==> src/rtl/riscv_instr_decoder_if.sv <==
// Shared RV32I decode encodings, plus the bundle that links fetch to the
// main decoder and carries every datapath control the decoder produces.
package riscv_decoder_pkg;
  localparam int ALU_OP_WIDTH = 5;

  localparam logic [1:0] OP_A_RS1     = 2'd0;
  localparam logic [1:0] OP_A_CURR_PC = 2'd1;
  localparam logic [1:0] OP_A_ZERO    = 2'd2;

  localparam logic [2:0] OP_B_RS2   = 3'd0;
  localparam logic [2:0] OP_B_IMM_I = 3'd1;
  localparam logic [2:0] OP_B_IMM_U = 3'd2;
  localparam logic [2:0] OP_B_IMM_S = 3'd3;
  localparam logic [2:0] OP_B_INCR  = 3'd4;

  localparam logic [ALU_OP_WIDTH-1:0] ALU_ADD  = 5'b00000;
  localparam logic [ALU_OP_WIDTH-1:0] ALU_SUB  = 5'b01000;
  localparam logic [ALU_OP_WIDTH-1:0] ALU_XOR  = 5'b00100;
  localparam logic [ALU_OP_WIDTH-1:0] ALU_OR   = 5'b00110;
  localparam logic [ALU_OP_WIDTH-1:0] ALU_AND  = 5'b00111;
  localparam logic [ALU_OP_WIDTH-1:0] ALU_SRA  = 5'b01101;
  localparam logic [ALU_OP_WIDTH-1:0] ALU_SRL  = 5'b00101;
  localparam logic [ALU_OP_WIDTH-1:0] ALU_SLL  = 5'b00001;
  localparam logic [ALU_OP_WIDTH-1:0] ALU_LTS  = 5'b11100;
  localparam logic [ALU_OP_WIDTH-1:0] ALU_LTU  = 5'b11110;
  localparam logic [ALU_OP_WIDTH-1:0] ALU_GES  = 5'b11101;
  localparam logic [ALU_OP_WIDTH-1:0] ALU_GEU  = 5'b11111;
  localparam logic [ALU_OP_WIDTH-1:0] ALU_EQ   = 5'b11000;
  localparam logic [ALU_OP_WIDTH-1:0] ALU_NE   = 5'b11001;
  localparam logic [ALU_OP_WIDTH-1:0] ALU_SLTS = 5'b00010;
  localparam logic [ALU_OP_WIDTH-1:0] ALU_SLTU = 5'b00011;

  localparam logic [2:0] LDST_B  = 3'd0;
  localparam logic [2:0] LDST_H  = 3'd1;
  localparam logic [2:0] LDST_W  = 3'd2;
  localparam logic [2:0] LDST_BU = 3'd4;
  localparam logic [2:0] LDST_HU = 3'd5;

  localparam logic WB_EX_RESULT = 1'b0;
  localparam logic WB_LSU_DATA  = 1'b1;

  localparam logic [4:0] LOAD_OPCODE     = 5'b00000;
  localparam logic [4:0] MISC_MEM_OPCODE = 5'b00011;
  localparam logic [4:0] OP_IMM_OPCODE   = 5'b00100;
  localparam logic [4:0] AUIPC_OPCODE    = 5'b00101;
  localparam logic [4:0] STORE_OPCODE    = 5'b01000;
  localparam logic [4:0] OP_OPCODE       = 5'b01100;
  localparam logic [4:0] LUI_OPCODE      = 5'b01101;
  localparam logic [4:0] BRANCH_OPCODE   = 5'b11000;
  localparam logic [4:0] JALR_OPCODE     = 5'b11001;
  localparam logic [4:0] JAL_OPCODE      = 5'b11011;
  localparam logic [4:0] SYSTEM_OPCODE   = 5'b11100;
endpackage

interface riscv_instr_decoder_if;
  import riscv_decoder_pkg::*;
  logic [31:0]             fetched_instr_i;
  logic [1:0]              ex_op_a_sel_o;
  logic [2:0]              ex_op_b_sel_o;
  logic [ALU_OP_WIDTH-1:0] alu_op_o;
  logic                    mem_req_o;
  logic                    mem_we_o;
  logic [2:0]              mem_size_o;
  logic                    gpr_we_a_o;
  logic                    wb_src_sel_o;
  logic                    illegal_instr_o;
  logic                    branch_o;
  logic                    jal_o;
  logic                    jalr_o;

  modport master (
    output fetched_instr_i,
    input  ex_op_a_sel_o, ex_op_b_sel_o, alu_op_o, mem_req_o, mem_we_o, mem_size_o,
           gpr_we_a_o, wb_src_sel_o, illegal_instr_o, branch_o, jal_o, jalr_o
  );
  modport slave (
    input  fetched_instr_i,
    output ex_op_a_sel_o, ex_op_b_sel_o, alu_op_o, mem_req_o, mem_we_o, mem_size_o,
           gpr_we_a_o, wb_src_sel_o, illegal_instr_o, branch_o, jal_o, jalr_o
  );
endinterface

==> src/rtl/riscv_instr_decoder.sv <==
// RV32I main decoder: purely combinational map from an instruction word to
// datapath controls; illegal words fall back to the default control set.
module riscv_instr_decoder
  import riscv_decoder_pkg::*;
(
  input logic                  clk_i,
  input logic                  arstn_i,
  riscv_instr_decoder_if.slave bus
);
  logic [31:0]             instr;
  logic [4:0]              opcode;
  logic [2:0]              funct3;
  logic [6:0]              funct7;
  logic [1:0]              opA;
  logic [2:0]              opB;
  logic [ALU_OP_WIDTH-1:0] aluOp;
  logic                    memReq, memWe, gprWe, wbSel, illegal, branch, jal, jalr;
  logic [2:0]              memSize;
  logic                    unusedBits;

  assign instr  = bus.fetched_instr_i;
  assign opcode = instr[6:2];
  assign funct3 = instr[14:12];
  assign funct7 = instr[31:25];
  // Clock/reset and register/immediate fields are not part of decode.
  assign unusedBits = ^{clk_i, arstn_i, instr[24:15], instr[11:7]};

  // Shared OP / OP_IMM mapping; alt selects SUB / SRA.
  function automatic logic [ALU_OP_WIDTH-1:0] arithOp(input logic [2:0] f3, input logic alt);
    case (f3)
      3'd0:    arithOp = alt ? ALU_SUB : ALU_ADD;
      3'd1:    arithOp = ALU_SLL;
      3'd2:    arithOp = ALU_SLTS;
      3'd3:    arithOp = ALU_SLTU;
      3'd4:    arithOp = ALU_XOR;
      3'd5:    arithOp = alt ? ALU_SRA : ALU_SRL;
      3'd6:    arithOp = ALU_OR;
      default: arithOp = ALU_AND;
    endcase
  endfunction

  always_comb begin
    opA = OP_A_RS1; opB = OP_B_IMM_I; aluOp = ALU_ADD; memSize = LDST_W;
    wbSel = WB_EX_RESULT; memReq = 1'b0; memWe = 1'b0; gprWe = 1'b0;
    branch = 1'b0; jal = 1'b0; jalr = 1'b0; illegal = 1'b0;
    if (instr[1:0] != 2'b11) begin
      illegal = 1'b1;
    end else begin
      case (opcode)
        LOAD_OPCODE: begin
          memReq = 1'b1; gprWe = 1'b1; wbSel = WB_LSU_DATA; memSize = funct3;
          illegal = !(funct3 inside {3'd0, 3'd1, 3'd2, 3'd4, 3'd5});
        end
        MISC_MEM_OPCODE, SYSTEM_OPCODE: ;
        OP_IMM_OPCODE: begin
          gprWe = 1'b1;
          aluOp = arithOp(funct3, funct3 == 3'd5 && funct7 == 7'h20);
          illegal = (funct3 == 3'd1 && funct7 != 7'h00) ||
                    (funct3 == 3'd5 && funct7 != 7'h00 && funct7 != 7'h20);
        end
        AUIPC_OPCODE: begin
          opA = OP_A_CURR_PC; opB = OP_B_IMM_U; gprWe = 1'b1;
        end
        STORE_OPCODE: begin
          opB = OP_B_IMM_S; memReq = 1'b1; memWe = 1'b1; memSize = funct3;
          illegal = funct3 > 3'd2;
        end
        OP_OPCODE: begin
          opB = OP_B_RS2; gprWe = 1'b1;
          aluOp = arithOp(funct3, funct7 == 7'h20);
          illegal = !(funct7 == 7'h00 ||
                      (funct7 == 7'h20 && (funct3 == 3'd0 || funct3 == 3'd5)));
        end
        LUI_OPCODE: begin
          opA = OP_A_ZERO; opB = OP_B_IMM_U; gprWe = 1'b1;
        end
        BRANCH_OPCODE: begin
          opB = OP_B_RS2; branch = 1'b1;
          case (funct3)
            3'd0:    aluOp = ALU_EQ;
            3'd1:    aluOp = ALU_NE;
            3'd4:    aluOp = ALU_LTS;
            3'd5:    aluOp = ALU_GES;
            3'd6:    aluOp = ALU_LTU;
            3'd7:    aluOp = ALU_GEU;
            default: illegal = 1'b1;
          endcase
        end
        JALR_OPCODE: begin
          opA = OP_A_CURR_PC; opB = OP_B_INCR; gprWe = 1'b1; jalr = 1'b1;
        end
        JAL_OPCODE: begin
          opA = OP_A_CURR_PC; opB = OP_B_INCR; gprWe = 1'b1; jal = 1'b1;
        end
        default: illegal = 1'b1;
      endcase
    end
    // Illegal words collapse to the default set so every output stays legal.
    if (illegal) begin
      opA = OP_A_RS1; opB = OP_B_IMM_I; aluOp = ALU_ADD; memSize = LDST_W;
      wbSel = WB_EX_RESULT; memReq = 1'b0; memWe = 1'b0; gprWe = 1'b0;
      branch = 1'b0; jal = 1'b0; jalr = 1'b0;
    end
  end

  assign bus.ex_op_a_sel_o   = opA;
  assign bus.ex_op_b_sel_o   = opB;
  assign bus.alu_op_o        = aluOp;
  assign bus.mem_req_o       = memReq;
  assign bus.mem_we_o        = memWe;
  assign bus.mem_size_o      = memSize;
  assign bus.gpr_we_a_o      = gprWe;
  assign bus.wb_src_sel_o    = wbSel;
  assign bus.illegal_instr_o = illegal;
  assign bus.branch_o        = branch;
  assign bus.jal_o           = jal;
  assign bus.jalr_o          = jalr;
endmodule

==> src/flat_wrapper.sv <==
// flat-port wrapper written by rule: the top's interface ports become plain ports
module riscv_instr_decoder_flat import riscv_decoder_pkg::*;
  (clk_i, arstn_i, bus_fetched_instr_i, bus_ex_op_a_sel_o, bus_ex_op_b_sel_o, bus_alu_op_o, bus_mem_req_o, bus_mem_we_o, bus_mem_size_o, bus_gpr_we_a_o, bus_wb_src_sel_o, bus_illegal_instr_o, bus_branch_o, bus_jal_o, bus_jalr_o);
  riscv_instr_decoder_if bus_i ();
  input logic clk_i;
  input logic arstn_i;
  input wire logic [$bits(bus_i.fetched_instr_i)-1:0] bus_fetched_instr_i;
  output wire logic [$bits(bus_i.ex_op_a_sel_o)-1:0] bus_ex_op_a_sel_o;
  output wire logic [$bits(bus_i.ex_op_b_sel_o)-1:0] bus_ex_op_b_sel_o;
  output wire logic [$bits(bus_i.alu_op_o)-1:0] bus_alu_op_o;
  output wire logic [$bits(bus_i.mem_req_o)-1:0] bus_mem_req_o;
  output wire logic [$bits(bus_i.mem_we_o)-1:0] bus_mem_we_o;
  output wire logic [$bits(bus_i.mem_size_o)-1:0] bus_mem_size_o;
  output wire logic [$bits(bus_i.gpr_we_a_o)-1:0] bus_gpr_we_a_o;
  output wire logic [$bits(bus_i.wb_src_sel_o)-1:0] bus_wb_src_sel_o;
  output wire logic [$bits(bus_i.illegal_instr_o)-1:0] bus_illegal_instr_o;
  output wire logic [$bits(bus_i.branch_o)-1:0] bus_branch_o;
  output wire logic [$bits(bus_i.jal_o)-1:0] bus_jal_o;
  output wire logic [$bits(bus_i.jalr_o)-1:0] bus_jalr_o;
  assign bus_i.fetched_instr_i = bus_fetched_instr_i;
  assign bus_ex_op_a_sel_o = bus_i.ex_op_a_sel_o;
  assign bus_ex_op_b_sel_o = bus_i.ex_op_b_sel_o;
  assign bus_alu_op_o = bus_i.alu_op_o;
  assign bus_mem_req_o = bus_i.mem_req_o;
  assign bus_mem_we_o = bus_i.mem_we_o;
  assign bus_mem_size_o = bus_i.mem_size_o;
  assign bus_gpr_we_a_o = bus_i.gpr_we_a_o;
  assign bus_wb_src_sel_o = bus_i.wb_src_sel_o;
  assign bus_illegal_instr_o = bus_i.illegal_instr_o;
  assign bus_branch_o = bus_i.branch_o;
  assign bus_jal_o = bus_i.jal_o;
  assign bus_jalr_o = bus_i.jalr_o;
  riscv_instr_decoder u_core (.clk_i(clk_i), .arstn_i(arstn_i), .bus(bus_i));
endmodule
==> config.mk <==
export PLATFORM = sky130hd
export DESIGN_NAME = riscv_instr_decoder_flat
export DESIGN_NICKNAME = d
export VERILOG_FILES = /design/src/rtl/riscv_instr_decoder_if.sv /design/src/rtl/riscv_instr_decoder.sv /design/src/flat_wrapper.sv
export SDC_FILE = /design/constraint.sdc
export NUM_CORES = 1
export LEC_CHECK = 0
export ABC_AREA = 1
export CAP_MARGIN = 40
export CORE_ASPECT_RATIO = 1.75
export CORE_MARGIN = 2
export CORE_UTILIZATION = 25
export DETAILED_ROUTE_END_ITERATION = 16
export DONT_BUFFER_PORTS = 1
export GPL_TIMING_DRIVEN = 1
export PLACE_DENSITY_LB_ADDON = 0.25
export SETUP_SLACK_MARGIN = 0.05
export SYNTH_ARGS = -nofsm -noshare
export SYNTH_HDL_FRONTEND = slang
export SYNTH_SLANG_ARGS = --single-unit
==> constraint.sdc <==
create_clock -name vclk -period 1.4
set_input_delay 0.07 -clock vclk [all_inputs]
set_output_delay 0.07 -clock vclk [all_outputs]
set_load 0.01 [all_outputs]
==> results.txt, run 1 <==
----------------------------------------------------
[Placed design]
  Buffers on Ports ... 0
  Last weighted congestion value of the routability-driven placer ... 0.7375
  HPWL after DPL ... 1549 microns
  Placed Instances ... 144
  Worst slack at placement ... 0.1523 ns
  Post-detailed-placement cell area ... 706.9 sq um

[Power]
  Switching component of the power ... 0.08259 mW
  Fraction of power spent switching nets ... 0.6585
  Part of the power in the clock network ... 0
  Standby leakage power ... 0.2911 nW
  Logic gate share of total power ... 1.000
  Proportion of power drawn by flip-flops and latches ... 0
  Cell-internal power ... 0.04284 mW
  Overall power of the completed layout ... 0.1254 mW
  VDD IR-drop max ... 99.49 uV
  Power per Cell Area ... 174.4 nW/um^2

[Job]
  Max-cap viol count ... 0

[STA]
  Setup violators final ... 0
  Pins over their slew limit ... 0
  Final Hold Fails ... 0
  Final worst slack ... 0.1496 ns
  Final hold slack ... 0.2619 ns
  Setup TNS ... 0 ns
  Transition time of the tightest slew-check pin ... 0.3532 ns
  Final cycle utilization of the critical path ... 0.8931
  Unrepaired setup endpoints after global routing ... no
  Tmin final ... 1.250 ns
  Timing-limited maximum frequency ... 0.7998 GHz
  Worst rel slew slack ... 0.7621

[Global routing]
  Number of global-route vias before repair ... 653
  Total routing usage reported by global routing ... 0.1136
  Sum of overflow across all layers after global routing ... 0
  Initial antenna violation count ... 0
  Maximum number of pins on one net before global-route repair ... 9
  Global-route wire length before repair ... 2884 microns

[Route]
  Detailed-routing iteration count for the pre-antenna-repair pass ... 4
  Number of vias per cell ... 4.993
  Drc violations ... 0
  First-iteration detailed-routing DRC count ... 10
  Via count of the routed design ... 724
  Final antenna-violating net count ... 0
  Drt wl/cell ... 12.03 microns
  Wire length after detailed routing ... 1744 microns

[Min path]
  Class of the tightest hold or removal check ... in -> out

[Die]
  Initial cell density of the core ... 0.2646
  Cell row count ... 24
  Die height ... 71.94 microns
  Boundary Pins ... 55
  Die extent in x ... 42.82 microns
  Area of the die ... 3080 sq um
  Area of the core region ... 2492 sq um

[Worst setup path]
  Critical Path RT ... 1.33 ns
  Data arrival at the endpoint of the critical path ... 1.18 ns
  Category of the critical setup timing path ... in -> out
  Type of origin of the critical path ... input pin
  Crit path capture type ... primary output
  Crit Path Max Fanout ... 8

[Synth]
  Yosys warning total ... 0
  Portion of synthesized cell area occupied by the leading cell type ... 0.2049
  Mean post-synth cell area ... 5.684 sq um
  Post-synthesis instance area ... 659.4 sq um
  Number of nets in the synthesized netlist ... 150
  Synthesized netlist cell count ... 116
  Dominant cells by area after synthesis ... nor2_4, nor2_1, nand3_1
  Sequential share of the synthesized area ... 0
  Synth area leader ... nor2_4
  Count of different cell masters after synthesis ... 18

[Finish]
  Final #Nets ... 155
  Synthesis-to-finish area growth ... 9.108%
  FF+latch count ... 0
  Clk_buf instances ... 0
  Non-Filler Cell Area, Final ... 719.4 sq um
  Most frequent standard cell in the layout excluding fill and tap cells ... nor2_1
  Final cell count without fillers ... 145
  Register cell area after layout ... 0 sq um
  Most frequent cells in the layout ... nor2_1, nand2_1, nand3_1
  Number of diodes ... 0
  Fraction of final layout cells sized beyond drive strength 1 ... 0.3025
  Utilization after layout ... 0.2887

[Clocking]
  Number of buffers inserted for hold repair after clock tree synthesis ... 0

[Status]
  Run status ... finished, final reports clean

----------------------------------------------------
==> cells in the mapped netlist (all sizes together) <==
library cell and n:
a21oi 4, buf 1, clkinv 1, inv 17, nand2 24, nand3 18
nand4 4, nor2 38, nor3 4, o21ai 5
==> kinds of logic (layout without fill, tap and decap cells) <==
group                  after synthesis  count (layout)  share of synthesized area
AO/OA/AOI/OAI                        9               9                    0.08538
buffers and inverters               19              22                     0.1328
AND/OR/NAND/NOR                     88              88                     0.7818
==> layer usage <==
metal / global-route usage / vias to the layer above / wire length, microns
met1: 0.1227 / 320 / 626
met4: 0 / 0 / 0
met3: 0.01990 / 0 / 120
met5: 0 / - / 0
met2: 0.2323 / 26 / 998
li1: - / 378 / -
==> cell type report <==
type	instances	area [sq um]
Timing Repair Buffer	4	42.54
Tap cell	26	32.53
Inverter	18	67.56
Multi-Input combinational cell	97	576.8
Fill cell	314	1773
==> power groups by stage <==
stage | Sequential [mW] | Clock [mW] | Combinational, mW
final | 0 | 0 | 0.125
after global placement | 0 | 0 | 0.122
after detailed placement | 0 | 0 | 0.124
after CTS | 0 | 0 | 0.124
after global routing | 0 | 0 | 0.140
after floorplan | 0 | 0 | 0.105
==> worst paths after layout <==
| path | start | endpoint | slack [ns] | cells past startpoint |
|---|---|---|---|---|
| worst max-delay path | bus_fetched_instr_i[2] | bus_wb_src_sel_o | 0.15 | 9 |
| worst min-delay path | bus_fetched_instr_i[6] | bus_jalr_o | 0.26 | 2 |
==> worst max-delay path, cell delays in order <==
cell,delay (ns)
nor2_4,0.19
buf_4,0.15
nand3_2,0.10
nand3_2,0.10
nor2_4,0.05
nand2_4,0.07
nand3_4,0.15
buf_12,0.20
nor2_4,0.10
==> what timing repair did <==
action,CTS,global route
setup buffers,0,1
gates resized for setup,0,1
setup endpoints to repair,0,7
No activity file was read; power rests on OpenSTA's default activity.
==> inputs of run 2 (changes only) <==
--- a/config.mk
+++ b/config.mk
@@ -13,7 +13,6 @@
 export DETAILED_ROUTE_END_ITERATION = 16
 export DONT_BUFFER_PORTS = 1
 export GPL_TIMING_DRIVEN = 1
-export PLACE_DENSITY_LB_ADDON = 0.25
 export SETUP_SLACK_MARGIN = 0.05
 export SYNTH_ARGS = -nofsm -noshare
 export SYNTH_HDL_FRONTEND = slang
==> run 2 against run 1 <==
Against the previous run: final cell count down 1.4%; largest cell class unchanged; design area down 2.8%; core utilization down 0.80 points; first-iteration DRC count up 90%; critical path type unchanged; clock-buffer cell count unchanged; hold slack better by 0.0051 ns; combinational power about the same.
==> results.txt, run 2 (synthesis results as in run 1) <==
----------------------------------------------------
[Status]
  Run status ... finished, final reports clean

[Die]
  Initial cell density of the core ... 0.2646 (unchanged)
  Die extent in x ... 42.82 microns (unchanged)
  Area of the die ... 3080 sq um (unchanged)
  Die height ... 71.94 microns (unchanged)
  Boundary Pins ... 55 (unchanged)
  Cell row count ... 24 (unchanged)
  Area of the core region ... 2492 sq um (unchanged)

[STA]
  Setup TNS ... 0 ns (unchanged)
  Transition time of the tightest slew-check pin ... 0.3698 ns (+0.01662 ns)
  Tmin final ... 1.247 ns (-0.003090 ns)
  Final worst slack ... 0.1527 ns (+0.003090 ns)
  Setup violators final ... 0 (unchanged)
  Worst rel slew slack ... 0.7516 (-0.01049)
  Final cycle utilization of the critical path ... 0.8909 (-0.002207)
  Final hold slack ... 0.2670 ns (+0.005085 ns)
  Timing-limited maximum frequency ... 0.8017 GHz (+0.25%)
  Unrepaired setup endpoints after global routing ... no
  Final Hold Fails ... 0 (unchanged)
  Pins over their slew limit ... 0 (unchanged)

[Global routing]
  Number of global-route vias before repair ... 674 (+3.2%)
  Total routing usage reported by global routing ... 0.1131 (-0.0005003)
  Global routing met1 resource utilization ... 0.1288 (+0.006061)
  Met3 track demand over resource ... 0.01244 (-0.007463)
  Maximum number of pins on one net before global-route repair ... 9 (unchanged)
  Most heavily used metal layer in global routing ... met2
  Sum of overflow across all layers after global routing ... 0 (unchanged)
  Met2 usage ... 0.2290 (-0.003367)
  Global-route wire length before repair ... 2904 microns (+0.69%)
  Initial antenna violation count ... 0 (unchanged)

[Worst setup path]
  Type of origin of the critical path ... input pin
  Buffer and inverter count on the worst path ... 2 (unchanged)
  Data arrival at the endpoint of the critical path ... 1.18 ns (about the same)
  Critical Path RT ... 1.33 ns (about the same)
  Cell breakdown of the critical path ... nor2_4 > nand2_2 > inv_2 > nand2_4 > nand2_2 > nor2_4 > nand2_4 > nand3_4 > buf_12 > nor2_4
  Crit path capture type ... primary output
  Most repeated library cell on the critical path ... nor2_4
  Largest stage delay, worst path ... 0.20 ns (about the same)
  Largest delay contributor family on the critical path ... simple AND/OR/NAND/NOR gates
  Crit Path Max Fanout ... 8 (unchanged)
  Category of the critical setup timing path ... in -> out
  Cell with the largest stage delay on the worst path ... nor2_4

[Power]
  VDD IR-drop max ... 62.12 uV (-38%)
  Standby leakage power ... 0.2811 nW (-3.4%)
  Switching component of the power ... 0.08150 mW (-1.3%)
  Cell-internal power ... 0.04044 mW (-5.6%)
  Logic gate share of total power ... 1.000 (about the same)
  Power per Cell Area ... 174.3 nW/um^2 (about the same)
  Part of the power in the clock network ... 0 (unchanged)
  Fraction of power spent switching nets ... 0.6684 (+0.009933)
  Proportion of power drawn by flip-flops and latches ... 0 (unchanged)

[Route]
  Detailed-routing iteration count for the pre-antenna-repair pass ... 4 (unchanged)
  Drt wl/cell ... 12.07 microns (+0.35%)
  Number of vias per cell ... 5.119 (+2.5%)
  Drc violations ... 0 (unchanged)
  Wire length after detailed routing ... 1726 microns (-1.0%)
  First-iteration detailed-routing DRC count ... 19 (+9)
  Via count of the routed design ... 732 (+1.1%)
  Final antenna-violating net count ... 0 (unchanged)

[Clocking]
  # resized after CTS ... 0 (unchanged)
  Number of buffers inserted for hold repair after clock tree synthesis ... 0 (unchanged)
  Number of post-CTS setup repair buffers ... 0 (unchanged)

[Finish]
  Number of diodes ... 0 (unchanged)
  Most frequent standard cell in the layout excluding fill and tap cells ... nor2_1
  Most frequent cells in the layout ... nor2_1, nand2_1, nand3_1
  Synthesis-to-finish area growth ... 6.072%
  Register cell area after layout ... 0 sq um (unchanged)
  Utilization after layout ... 0.2806 (-0.008033)
  Final #Nets ... 153 (-1.3%)
  Clk_buf instances ... 0 (unchanged)
  Fraction of final layout cells sized beyond drive strength 1 ... 0.2821 (-0.02047)
  Fill cell total of the finished layout ... 307 (-2.2%)
  FF+latch count ... 0 (unchanged)

[Job]
  Max-cap viol count ... 0 (unchanged)

[Placed design]
  HPWL after DPL ... 1496 microns (-3.4%)
  Worst slack at placement ... 0.1393 ns (-0.01302 ns)
  Last weighted congestion value of the routability-driven placer ... 0.8361 (+13%)
  Buffers on Ports ... 0 (unchanged)

[Min path]
  Class of the tightest hold or removal check ... in -> out

----------------------------------------------------
run 2: power by group through the flow:
stage          sequential [mW]  clock [mW]  combinational [mW]
6_report                     0           0               0.122
5_1_grt                      0           0               0.136
4_1_cts                      0           0               0.122
3_5_place_dp                 0           0               0.122
3_3_place_gp                 0           0               0.119
2_1_floorplan                0           0               0.105
run 2: cell type report:
class / instances / area, sq um / area share
tap: 26 / 32.53 / 0.04651
multi-input combinational: 97 / 571.8 / 0.8175
timing repair buffer: 2 / 27.53 / 0.03936
inverter: 18 / 67.56 / 0.09660
run 2: routing by layer:
metal	wire length, microns	share of wire
met5	0	0
met4	0	0
met3	142	0.082
met2	958	0.56
met1	625	0.36
run 2: final timing paths:
path | from | endpoint | slack [ns] | cells past startpoint
worst max-delay path | bus_fetched_instr_i[3] | bus_branch_o | 0.15 | 10
worst min-delay path | bus_fetched_instr_i[3] | bus_jal_o | 0.27 | 2
run 2: through the flow:
stage / instances / total power [mW] / area (sq um)
after floorplan: 116 / 0.1048 / 659.4
after global placement: 143 / 0.1191 / 699.4
after detailed placement: 143 / 0.1220 / 699.4
after CTS: 143 / 0.1224 / 699.4
after global routing: 143 / 0.1361 / 699.4
final: 143 / 0.1219 / 699.4
